[src/rtl/led_display_sched.sv]
// led_display_sched
// Round-robin arbiter and sequencer for the single led_driver digit engine.
// Grants one of three requesters, latches its value clamped to the display
// range, loads it into led_driver, steps through every digit with timed
// drv_next pulses, dwells, then re-arbitrates.
//
// Ports:
//   clk        system clock
//   rst        asynchronous active-low reset
//   req        per-source request (0 balance, 1 payment, 2 status)
//   req_value  {value2, value1, value0}, 32-bit unsigned each
//   grant      one-hot pulse in the LOAD cycle
//   busy       high from LOAD until the IDLE cycle after done
//   disp_src   source currently on display
//   sat        latched value was clamped to 10^DIGITS-1
//   drv_rst    load/clear pulse to led_driver
//   drv_value  value presented to led_driver
//   drv_next   digit-advance pulse to led_driver
//   done       pulse on the last dwell cycle
module led_display_sched #(
  parameter int DIGITS      = 6,
  parameter int STEP_CYCLES = 4,
  parameter int HOLD_CYCLES = 16
) (
  input  logic        clk,
  input  logic        rst,
  input  logic [2:0]  req,
  input  logic [95:0] req_value,
  output logic [2:0]  grant,
  output logic        busy,
  output logic [1:0]  disp_src,
  output logic        sat,
  output logic        drv_rst,
  output logic [31:0] drv_value,
  output logic        drv_next,
  output logic        done
);

  // 10^n - 1 computed wide so DIGITS=10 does not wrap.
  function automatic logic [33:0] limit_f(input int n);
    logic [35:0] v;
    v = 36'd1;
    for (int i = 0; i < n; i++) v = v * 36'd10;
    return 34'(v - 36'd1);
  endfunction

  localparam logic [33:0] LIMIT = limit_f(DIGITS);
  localparam int DW   = $clog2(DIGITS + 1);
  localparam int CMAX = (STEP_CYCLES > HOLD_CYCLES) ? STEP_CYCLES : HOLD_CYCLES;
  localparam int CW   = $clog2(CMAX + 1);

  typedef enum logic [2:0] {IDLE, LOAD, STEP, WAIT, HOLD} state_t;

  state_t          state_q;
  logic [1:0]      last_q;
  logic [DW-1:0]   dig_q;
  logic [CW-1:0]   cnt_q;

  // Round-robin winner: search upward from last_q+1, modulo 3.
  logic [1:0]  p0, p1, p2, win;
  logic [31:0] win_val;
  logic        win_sat;

  always_comb begin
    case (last_q)
      2'd0:    begin p0 = 2'd1; p1 = 2'd2; p2 = 2'd0; end
      2'd1:    begin p0 = 2'd2; p1 = 2'd0; p2 = 2'd1; end
      default: begin p0 = 2'd0; p1 = 2'd1; p2 = 2'd2; end
    endcase
    if (req[p0])      win = p0;
    else if (req[p1]) win = p1;
    else              win = p2;
    case (win)
      2'd0:    win_val = req_value[31:0];
      2'd1:    win_val = req_value[63:32];
      default: win_val = req_value[95:64];
    endcase
    win_sat = ({2'b00, win_val} > LIMIT);
  end

  always_ff @(posedge clk or negedge rst) begin
    if (!rst) begin
      state_q   <= IDLE;
      last_q    <= 2'd2;
      dig_q     <= '0;
      cnt_q     <= '0;
      grant     <= '0;
      busy      <= 1'b0;
      disp_src  <= '0;
      sat       <= 1'b0;
      drv_rst   <= 1'b0;
      drv_value <= '0;
      drv_next  <= 1'b0;
      done      <= 1'b0;
    end else begin
      // Pulse outputs default low; they are set on entry into their state.
      grant    <= '0;
      drv_rst  <= 1'b0;
      drv_next <= 1'b0;
      done     <= 1'b0;
      case (state_q)
        IDLE: begin
          busy <= 1'b0;
          if (|req) begin
            state_q   <= LOAD;
            last_q    <= win;
            grant     <= 3'b001 << win;
            drv_rst   <= 1'b1;
            busy      <= 1'b1;
            disp_src  <= win;
            sat       <= win_sat;
            drv_value <= win_sat ? LIMIT[31:0] : win_val;
          end
        end
        LOAD: begin
          // Digit counter counts the pulse being emitted in STEP.
          state_q  <= STEP;
          drv_next <= 1'b1;
          dig_q    <= DW'(1);
        end
        STEP: begin
          state_q <= WAIT;
          cnt_q   <= CW'(STEP_CYCLES - 2);
        end
        WAIT: begin
          if (cnt_q == '0) begin
            if (dig_q < DW'(DIGITS)) begin
              state_q  <= STEP;
              drv_next <= 1'b1;
              dig_q    <= dig_q + DW'(1);
            end else begin
              state_q <= HOLD;
              cnt_q   <= CW'(HOLD_CYCLES - 1);
              done    <= (HOLD_CYCLES == 1);
            end
          end else begin
            cnt_q <= cnt_q - CW'(1);
          end
        end
        HOLD: begin
          if (cnt_q == '0) begin
            state_q <= IDLE;
            busy    <= 1'b0;
          end else begin
            cnt_q <= cnt_q - CW'(1);
            done  <= (cnt_q == CW'(1));
          end
        end
        default: state_q <= IDLE;
      endcase
    end
  end

endmodule

[config.mk]
export PLATFORM = sky130hd
export DESIGN_NAME = led_display_sched
export DESIGN_NICKNAME = d
export VERILOG_FILES = /design/src/rtl/led_display_sched.sv
export SDC_FILE = /design/constraint.sdc
export NUM_CORES = 1
export LEC_CHECK = 0
export CAP_MARGIN = 20
export CORE_MARGIN = 2
export CORE_UTILIZATION = 35
export CTS_CLUSTER_SIZE = 24
export DETAILED_ROUTE_END_ITERATION = 12
export PLACE_DENSITY = 0.72
export SLEW_MARGIN = 0
export SYNTH_ARGS = -nofsm -noshare
export SYNTH_HDL_FRONTEND = slang
export SYNTH_SLANG_ARGS = --single-unit
export TNS_END_PERCENT = 20
[constraint.sdc]
create_clock -name clk -period 7.4 [get_ports clk]
set_clock_uncertainty 0.2 [all_clocks]
set_input_delay 1.11 -clock clk [delete_from_list [all_inputs] [get_ports clk]]
set_output_delay 1.11 -clock clk [all_outputs]
set_load 0.02 [all_outputs]
==> results by group <==
Layout
  – Layout area overhead: 57.9%
  – Area of the multi-input gates: 1280 µm²
  – Most frequent cells in the layout: clkdlybuf4s50_1, dfrtp_1, nor2_1
  – Final Cell Area: 4350 µm²
  – Fill count: 704
  – FF/Latch Area: 1350 µm²
  – Most common cell after layout, fill and taps aside: clkdlybuf4s50_1
  – Core occupancy in the finished layout: 0.566
  – Layout cells sized above 1: 0.0595
  – Antenna Cells: 0
  – Final nets: 523

Clock network
  – H-Tree Depth: 2
  – CTS sink cnt: 54
  – Clk buf depth: 2
  – Clock Latency Late Sink: 0.31 ns
  – Post-CTS Setup Bufs: 0
  – Root buffer cell: clkbuf_8
  – Clock transition at the registers of the reported paths: 0.10 ns
  – Clock buffer count from CTS: 5
  – CTS tree: built
  – Post_cts resized: 0
  – Post-cts hold buffer count: 0

Power
  – Net Sw Power: 308 µW
  – Leakage: 1.77 nW
  – Maximum resistive drop on vdd: 0.000131 V
  – Clock power share: 0.227
  – Comb pwr share: 0.361
  – Sequential power share: 0.413
  – Total power: 921 µW
  – Sw Share: 0.334
  – Power per Cell Area: 212 nW/µm²
  – Internal power: 614 µW

Synthesis
  – Warnings, synthesis: 0
  – Avg Inst Size Synth: 9.77 µm²
  – Cell area after synthesis: 2760 µm²
  – Area leader, netlist: dfrtp_1
  – Async SR Flop Fraction: 1.00
  – Post-synth EDFFs: 0
  – Syn nets: 386
  – Syn Inst Count: 282
  – Yosys cell types: 52
  – Main synth FF type: dfrtp_1
  – Share of the synthesized area in the top cell type: 0.481
  – Ranking of synthesized cells by area: dfrtp_1, nor2_1, o22a_1, nand2_1, and2_1
  – Yosys reg bits: 54
  – Seq/Total Area, Yosys: 0.491

STA
  – Final Max Slew Viols: 0
  – Worst-margin pin slew: 0.855 ns
  – Final Critical Period: 4.23 ns
  – Final setup violation count: 0
  – Fmax: 237 MHz
  – Relative slew slack: 0.428
  – Sum Neg Setup Slack: 0 ns
  – Fin crit share: 0.571
  – Setup ws final: 3.17 ns
  – Hold Vio Cnt, Final: 0
  – RSZ-0062 raised after global routing: no

Floorplanning
  – Initial core utilization: 0.358
  – IO Count: 143
  – Site Rows: 32
  – Die W: 92.7 µm
  – Die height: 92.7 µm
  – Core box area: 7690 µm²
  – Die footprint: 8600 µm²

Routing
  – DR pass1 iterations: 4
  – Detailed router's first-iteration violation count: 112
  – Post-route DRC violation count: 0
  – WL per Instance: 15.9 µm
  – Final WL: 8310 µm
  – DR vias/cell: 5.18
  – Vias: 2,704
  – ANT nets after route: 0

Worst setup path
  – Worst path arrival time: 4.27 ns
  – Top delay family on crit path: simple AND/OR/NAND/NOR gates
  – CP max-delay cell: or4_1
  – CP Cell Sequence: clkdlybuf4s50_1 -> nor3_1 -> or4_1 -> inv_1 -> nand4_1 -> or2_1 -> o21a_4 -> o21ai_2
  – Critical path startpoint category: input pin
  – Worst Path Required: 7.44 ns
  – CP Max Fanout: 26
  – Worst path bufs/invs: 2
  – Max incr delay on CP: 0.79 ns
  – Setup CP Type: in -> reg
  – Nature of the critical path endpoint: flip-flop

Global routing
  – Initial antenna violation count: 0
  – Pin count of the biggest net entering global routing: 55
  – Vias in the first global route: 2,681
  – Global-route wire length before repair: 13,100 µm
  – Grt total ovfl: 0
  – Gr usage total: 0.193

Placed design
  – Post-DP HPWL: 6470 µm
  – Place WS: 2.84 ns
  – RD Place Congestion: 0.838
  – Buffers on Ports: 142
  – Placed instance area: 4230 µm²

Job
  – Max-cap viol count: 0

Outcome
  – Outcome: finished, final reports clean

Hold path
  – Hold Crit Class: reg -> reg
==> final cells by class <==
| type | count | area share |
|---|---|---|
| multi-input cells | 203 | 0.293 |
| inverters | 11 | 0.00949 |
| repair buffers | 144 | 0.329 |
| flip-flops and latches | 54 | 0.311 |
| well taps | 102 | 0.0293 |
| clock buffers | 6 | 0.0190 |
| clock inverters | 2 | 0.00892 |
==> path summary, 6_finish.rpt <==
check / to / cells past startpoint / slack, ns / startpoint
worst max register to register: drv_value[11] / 6 / 3.95 / state_q[1]
max in group asynchronous: dig_q[0] / 2 / 5.84 / rst
worst min register to register: drv_value[24] / 1 / 0.30 / drv_value[24]
min in group asynchronous: drv_rst / 2 / 0.70 / rst
worst max-delay path: drv_value[11] / 8 / 3.17 / req[0]
worst min-delay path: drv_value[24] / 1 / 0.30 / drv_value[24]
==> kinds of logic after synthesis <==
kind of cell	share of synthesized area
adder cells (fa/ha/maj)	0.0136
AO/OA/AOI/OAI	0.241
AND/OR/NAND/NOR	0.208
flip-flops	0.491
buffers and inverters	0.0459
==> through the flow <==
| stage | hold slack [ns] | instances |
|---|---|---|
| floorplan | 0.280 | 282 |
| global placement | 0.268 | 514 |
| detailed placement | 0.271 | 514 |
| CTS | 0.297 | 522 |
| global route | 0.319 | 522 |
| finish | 0.297 | 522 |
==> flip-flops by register name, indices dropped and copies added (netlist names) <==
register / count
dig_q: 3
busy: 1
done: 1
last_q: 1
drv_next: 1
drv_value: 32
grant: 3
disp_src: 2
cnt_q: 5
state_q: 3
sat: 1
drv_rst: 1
==> cells in the mapped netlist (3+ instances only) <==
cell      instances
dfrtp_1          53
nor2_1           33
nand2_1          24
a21oi_1          15
o22a_1           14
and2_1           13
inv_1            11
o22ai_1          11
nor4_1           10
nand3_1           8
o21ai_0           8
a222oi_1          7
clkbuf_1          6
nand2b_1          5
nor2b_1           4
o21ai_2           4
a22o_1            3
a31oi_1           3
buf_6             3
ha_1              3
nor3_1            3
o21a_1            3
o21ai_1           3
==> power groups by stage <==
stage | clock [mW] | sequential [mW] | combinational [mW]
2_1_floorplan | 0 | 0.389 | 0.188
4_1_cts | 0.213 | 0.380 | 0.333
5_1_grt | 0.227 | 0.387 | 0.368
6_report | 0.209 | 0.380 | 0.332
3_5_place_dp | 0 | 0.384 | 0.332
3_3_place_gp | 0 | 0.385 | 0.325
==> routing by layer <==
metal | global-route usage | vias to the layer above | part of all wire
met4 | 0.0478 | 0 | 0.011
li1 | - | 1307 | -
met3 | 0.0504 | 11 | 0.073
met5 | 0 | - | 0
met1 | 0.256 | 1288 | 0.46
met2 | 0.318 | 98 | 0.46
Note: power is estimated with default switching activity, not from simulation.
